$ cat src/rtl/branch_predictor_pkg.sv
// Shared definitions for the branch predictor: control-transfer types,
// 2-bit counter states and the BTB index/tag width helpers.
package branch_predictor_pkg;

    typedef enum logic [1:0] {
        BR_BRANCH = 2'b00,
        BR_JAL    = 2'b01,
        BR_JALR   = 2'b10,
        BR_RETURN = 2'b11
    } br_type_e;

    localparam logic [1:0] CTR_SNT = 2'b00;
    localparam logic [1:0] CTR_WNT = 2'b01;
    localparam logic [1:0] CTR_WT  = 2'b10;
    localparam logic [1:0] CTR_ST  = 2'b11;

    // Word-aligned PCs: bits [1:0] never take part in index or tag.
    function automatic int idx_width(input int entries);
        return $clog2(entries);
    endfunction

    function automatic int tag_width(input int entries);
        return 30 - $clog2(entries);
    endfunction

    function automatic logic [1:0] ctr_inc(input logic [1:0] ctr);
        return (ctr == CTR_ST) ? CTR_ST : ctr + 2'b01;
    endfunction

    function automatic logic [1:0] ctr_dec(input logic [1:0] ctr);
        return (ctr == CTR_SNT) ? CTR_SNT : ctr - 2'b01;
    endfunction

endpackage

$ cat src/rtl/branch_predictor_return_stack.sv
// Non-speculative circular return-address stack; a push when full
// overwrites the oldest entry and a pop when empty is ignored.
module return_stack
    import branch_predictor_pkg::*;
#(
    parameter int RAS_DEPTH = 8
) (
    input  logic        clk,
    input  logic        rst,
    input  logic        push,
    input  logic        pop,
    input  logic [31:0] push_addr,
    output logic [31:0] top,
    output logic        empty
);

    localparam int PW = $clog2(RAS_DEPTH);
    localparam logic [PW:0] FULL_COUNT = (PW + 1)'(RAS_DEPTH);

    logic [31:0]   stack_q [RAS_DEPTH];
    logic [PW-1:0] ptr_q;
    logic [PW:0]   count_q;
    logic [PW-1:0] top_ptr;
    logic          do_pop;

    assign top_ptr = ptr_q - 1'b1;
    assign top     = stack_q[top_ptr];
    assign empty   = (count_q == '0);
    assign do_pop  = pop && !empty;

    // Pop+push together replaces the top in place, so pointer and count hold.
    always_ff @(posedge clk) begin
        if (rst) begin
            ptr_q   <= '0;
            count_q <= '0;
        end else if (push && !do_pop) begin
            ptr_q   <= ptr_q + 1'b1;
            count_q <= (count_q == FULL_COUNT) ? count_q : count_q + 1'b1;
        end else if (do_pop && !push) begin
            ptr_q   <= ptr_q - 1'b1;
            count_q <= count_q - 1'b1;
        end
    end

    always_ff @(posedge clk) begin
        if (!rst) begin
            if (push && do_pop) begin
                stack_q[top_ptr] <= push_addr;
            end else if (push) begin
                stack_q[ptr_q] <= push_addr;
            end
        end
    end

endmodule

$ cat src/rtl/branch_predictor.sv
// Direct-mapped BTB with 2-bit direction counters and a return-address
// stack; zero-latency lookup, tables updated from resolved EX results.
module branch_predictor
    import branch_predictor_pkg::*;
#(
    parameter int BTB_ENTRIES = 64,
    parameter int RAS_DEPTH   = 8
) (
    input  logic        clk,
    input  logic        rst,
    input  logic        IF_valid,
    input  logic [31:0] IF_pc,
    output logic        BTBhit,
    output logic [1:0]  IF_branch_prediction,
    output logic [1:0]  IF_type,
    output logic        predict_taken,
    output logic [31:0] IF_pc_imm,
    input  logic        EX_update,
    input  logic [31:0] EX_pc,
    input  logic [31:0] EX_target,
    input  logic        EX_taken,
    input  logic [1:0]  EX_type,
    input  logic        EX_is_call
);

    localparam int IDX = idx_width(BTB_ENTRIES);
    localparam int TAG = tag_width(BTB_ENTRIES);

    logic            valid_q  [BTB_ENTRIES];
    logic [1:0]      ctr_q    [BTB_ENTRIES];
    logic [TAG-1:0]  tag_q    [BTB_ENTRIES];
    logic [31:0]     target_q [BTB_ENTRIES];
    br_type_e        type_q   [BTB_ENTRIES];

    logic [IDX-1:0]  if_idx;
    logic [TAG-1:0]  if_tag;
    logic [IDX-1:0]  ex_idx;
    logic [TAG-1:0]  ex_tag;
    br_type_e        ex_type;
    logic            ex_hit;
    logic            write_en;
    logic [31:0]     ras_top;
    logic            ras_empty;
    logic            unused_pc_bits;

    assign if_idx  = IF_pc[IDX+1:2];
    assign if_tag  = IF_pc[31:IDX+2];
    assign ex_idx  = EX_pc[IDX+1:2];
    assign ex_tag  = EX_pc[31:IDX+2];
    assign ex_type = br_type_e'(EX_type);
    assign unused_pc_bits = ^IF_pc[1:0];

    assign ex_hit   = valid_q[ex_idx] && (tag_q[ex_idx] == ex_tag);
    assign write_en = EX_update && (ex_hit || EX_taken);

    // A not-taken miss leaves the tables alone; reset wins over any update.
    always_ff @(posedge clk) begin
        if (rst) begin
            for (int i = 0; i < BTB_ENTRIES; i++) begin
                valid_q[i] <= 1'b0;
                ctr_q[i]   <= CTR_WNT;
            end
        end else if (write_en) begin
            valid_q[ex_idx] <= 1'b1;
            if (ex_hit) begin
                ctr_q[ex_idx] <= EX_taken ? ctr_inc(ctr_q[ex_idx]) : ctr_dec(ctr_q[ex_idx]);
            end else begin
                ctr_q[ex_idx] <= (ex_type == BR_BRANCH) ? CTR_WT : CTR_ST;
            end
        end
    end

    always_ff @(posedge clk) begin
        if (!rst && write_en) begin
            tag_q[ex_idx]    <= ex_tag;
            target_q[ex_idx] <= EX_target;
            type_q[ex_idx]   <= ex_type;
        end
    end

    return_stack #(
        .RAS_DEPTH(RAS_DEPTH)
    ) u_ras (
        .clk       (clk),
        .rst       (rst),
        .push      (EX_update && EX_is_call),
        .pop       (EX_update && (ex_type == BR_RETURN)),
        .push_addr (EX_pc + 32'd4),
        .top       (ras_top),
        .empty     (ras_empty)
    );

    // Lookup sees only registered state, so same-cycle writes are not bypassed.
    always_comb begin
        BTBhit               = 1'b0;
        IF_branch_prediction = 2'b00;
        IF_type              = 2'b00;
        predict_taken        = 1'b0;
        IF_pc_imm            = 32'd0;
        if (IF_valid && !rst && valid_q[if_idx] && (tag_q[if_idx] == if_tag)) begin
            BTBhit               = 1'b1;
            IF_branch_prediction = ctr_q[if_idx];
            IF_type              = type_q[if_idx];
            predict_taken        = (type_q[if_idx] != BR_BRANCH) || ctr_q[if_idx][1];
            IF_pc_imm            = (type_q[if_idx] == BR_RETURN && !ras_empty) ?
                                   ras_top : target_q[if_idx];
        end
    end

endmodule

$ cat config.mk
export PLATFORM = sky130hd
export DESIGN_NAME = branch_predictor
export DESIGN_NICKNAME = d
export VERILOG_FILES = /design/src/rtl/branch_predictor_pkg.sv /design/src/rtl/branch_predictor_return_stack.sv /design/src/rtl/branch_predictor.sv
export SDC_FILE = /design/constraint.sdc
export NUM_CORES = 2
export LEC_CHECK = 0
export CAP_MARGIN = 25
export CORE_MARGIN = 2
export CORE_UTILIZATION = 55
export CTS_CLUSTER_SIZE = 14
export DETAILED_ROUTE_END_ITERATION = 8
export PLACE_DENSITY_LB_ADDON = 0.2
export SLEW_MARGIN = 20
export SYNTH_ARGS = -nofsm -noshare
export SYNTH_HDL_FRONTEND = slang
export SYNTH_MEMORY_MAX_BITS = 65536
export SYNTH_SLANG_ARGS = --single-unit
$ cat constraint.sdc
create_clock -name clk -period 11.1 [get_ports clk]
set_input_delay 1.11 -clock clk [delete_from_list [all_inputs] [get_ports clk]]
set_output_delay 1.11 -clock clk [all_outputs]
set_load 0.02 [all_outputs]
==> results.py <==
metrics = {
    "clock_network": {
        "cts_tree": "built",
        "clkLatencyLatePin_ns": 1.00,
        "numCtsBuffers": 419,
        "postCtsSetupRepairBufs": 0,
        "cts.sinks": 4167,
        "postCtsResizedCells": 0,
        "cts_max_level": 5,
        "clk_pin_slew_ns": 0.06,
        "cts_hold_buf": 0,
        "cts_buffer_depth": 4,
        "cts_root_buf": "clkbuf_16",
    },
    "timing": {
        "min_period_ns": 8.76,
        "setup_viol": 0,
        "period_share_pct": 78.9,
        "clock_skew_ns": 0.0564,
        "setup_tns_ns": 0,
        "fmax_mhz": 114,
        "rsz0062_at_grt": "no",
        "slew_headroom_pct": 17.4,
        "holdWs_ns": 0.460,
        "tightest_slew_ns": 1.23,
        "hold_viol": 0,
        "finalMaxSlewViolations": 0,
    },
    "synthesis": {
        "ys_warn_count": 0,
        "yosysUniqueCellTypes": 89,
        "yosys_most_used_dff": "edfxtp_1",
        "syn_nets": 8549,
        "synth_edf_count": 4096,
        "async_flop_share_pct": 0,
        "netlist_instances": 8436,
        "syn_area_per_cell_sq_um": 20.9,
        "yosysSeqAreaShare_pct": 70.7,
        "synth_seq_cells": 4167,
        "synth_area_sq_um": 176000,
    },
    "layout": {
        "instances_no_fill": 13300,
        "final_util_pct": 62.2,
        "seq_area_sq_um": 124000,
        "multi_input_area_sq_um": 49200,
        "num-nets-final": 8855,
        "drive_gt1_share_pct": 30.0,
        "final_cell_mix": "edfxtp_1 (4,096), mux4_2 (1,430), clkbuf_16 (425)",
        "final_common_cell": "edfxtp_1",
        "fillers": 21300,
        "layout-area-overhead-vs-synth_pct": 12.5,
    },
    "outcome": {
        "outcome": "finished clean",
    },
    "routing": {
        "ant_nets": 0,
        "wl_per_cell_um": 44.5,
        "drc_errors": 0,
        "drt-initial-drc-count": 18800,
        "vias": 101000,
        "vias_per_cell": 7.61,
        "drt_first_pass_iters": 9,
        "wirelength_mm": 591,
    },
    "power": {
        "comb_power_share_pct": 7.4,
        "seq_power_share_pct": 51.7,
        "switching_power_w": 0.00766,
        "p_sw_share_pct": 22.8,
        "finalPower_w": 0.0336,
        "p_int_w": 0.0259,
        "power.density_nw_per_um2": 169,
        "pwr-share-clk_pct": 40.8,
        "p_leak_nw": 62.1,
        "vdd_drop_max_mv": 0.147,
    },
    "worst_setup_path": {
        "required_ns": 9.99,
        "cp_max_fo": 89,
        "critical_path.cell_chain": "buf_16, buf_12, buf_12, mux4_2, mux4_2, mux4_2, xor2_1, nor4_2, buf_4, nand4_1, buf_4, a211oi_1, clkdlybuf4s50_1",
        "crit_arrival_ns": 7.65,
        "critical_path_class": "primary input to output port",
        "startpoint_type": "primary input",
        "slowest_delay_ns": 0.73,
        "crit_top_cell": "mux4_2",
        "crit_slowest_cell": "clkdlybuf4s50_1",
        "setup.worst_path.end_class": "output port",
    },
    "floorplan": {
        "io_pins": 142,
        "rows": 207,
        "die_h_um": 570,
        "die-area_sq_um": 325000,
        "core-area_sq_um": 318000,
        "initial_core_util_pct": 55.3,
        "die_x_um": 570,
    },
    "grt": {
        "grt_overflow": 0,
        "antenna_found_initial": 40,
        "grt_pass1_wl_mm": 802,
        "grt.total_usage_pct": 36.3,
        "grt_start_max_net_pins": 143,
        "grt_pass1_vias": 97700,
    },
    "run": {
        "cap_violations": 0,
    },
    "min_path": {
        "hold_path_class": "primary input to flop",
    },
    "place": {
        "hpwl_mm": 324,
        "io_buffer_count": 139,
        "gp_congestion": 0.936,
        "place_inst": 12500,
    },
}
[critical path: cells and delay by family]
kind | cells | cell delay (ns)
simple gates | 2 | 0.75
compound gates | 1 | 0.60
mux | 3 | 1.74
xor+xnor | 1 | 0.20
buf+inv | 6 | 2.67
[cell usage after synthesis, drive strengths merged, types with 77 or more instances]
| cell type | instances | area, sq um |
|---|---|---|
| edfxtp | 4096 | 123000 |
| mux4 | 1430 | 32200 |
| mux2i | 368 | 3680 |
| buf | 362 | 2030 |
| clkbuf | 293 | 1100 |
| a22oi | 154 | 1160 |
| nor2 | 148 | 556 |
| o21ai | 130 | 662 |
| nand2 | 111 | 419 |
| a21oi | 101 | 509 |
| a221oi | 100 | 882 |
| mux2 | 92 | 1040 |
| o22ai | 92 | 576 |
| and3 | 86 | 538 |
| or3b | 77 | 674 |
[logic make-up (layout without fill, tap and decap cells)]
logic type | after synthesis | after routing | share of synthesized area, %
XOR/XNOR | 78 | 78 | 0.388
AO/OA/AOI/OAI | 927 | 927 | 3.84
flip-flops | 4167 | 4167 | 70.7
multiplexers | 1890 | 1890 | 21.0
buffers and inverters | 676 | 1319 | 1.82
other | 0 | 24 | 0
adder cells (fa/ha/maj) | 9 | 9 | 0.0682
AND/OR/NAND/NOR | 689 | 689 | 2.24
[power by group through the flow]
stage          combinational (W)  sequential (W)  clock, W
5_1_grt                  0.00255          0.0174    0.0144
4_1_cts                  0.00242          0.0174    0.0138
3_5_place_dp             0.00241          0.0177         0
6_report                 0.00250          0.0174    0.0137
2_1_floorplan            0.00144          0.0177         0
3_3_place_gp             0.00238          0.0177         0
[stage by stage]
| step | setup WS (ns) | instance area (sq um) |
|---|---|---|
| after global placement | 1.92 | 184000 |
| after detailed placement | 2.39 | 185000 |
| after global routing | 2.36 | 198000 |
| after floorplan | 3.50 | 176000 |
| final | 2.34 | 198000 |
| after CTS | 2.40 | 198000 |
[registers in the layout (all words and copies together), names as in the netlist]
name,cells
u_ras.stack_q,256
type_q,128
u_ras.count_q,4
tag_q,1536
valid_q,64
ctr_q,128
u_ras.ptr_q,3
target_q,2048
[layer usage]
layer  vias to the layer above  track usage (%)  routed length [um]
li1                      37000                -                   -
met1                     53100             48.1              200000
met2                      8853             53.3              263000
met3                      2118             10.8               84200
met4                        32             22.2               43900
met5                         -                0                 213
[area by class of cell]
| cell class | instances | share of cell area [%] |
|---|---|---|
| diodes | 24 | 0.0303 |
| flip-flops and latches | 4167 | 62.8 |
| clock buffers | 520 | 5.59 |
| well taps | 4180 | 2.64 |
| clock inverters | 238 | 1.03 |
| multi-input cells | 3593 | 24.8 |
| repair buffers | 540 | 3.02 |
| inverters | 21 | 0.0423 |
[path summary, 6_finish.rpt]
path                     startpoint                    endpoint  slack [ns]  cells after the start
min                       EX_pc[18]     tag_q[44][10]$_DFFE_PP_        0.46                      1
min reg2reg     valid_q[23]$_DFF_P_         valid_q[23]$_DFF_P_        0.48                      1
max                        IF_pc[2]               IF_pc_imm[12]        2.34                     13
max reg2reg  tag_q[30][2]$_DFFE_PP_  target_q[19][12]$_DFFE_PP_        4.87                     11
Power figures use the tool's default switching activity.
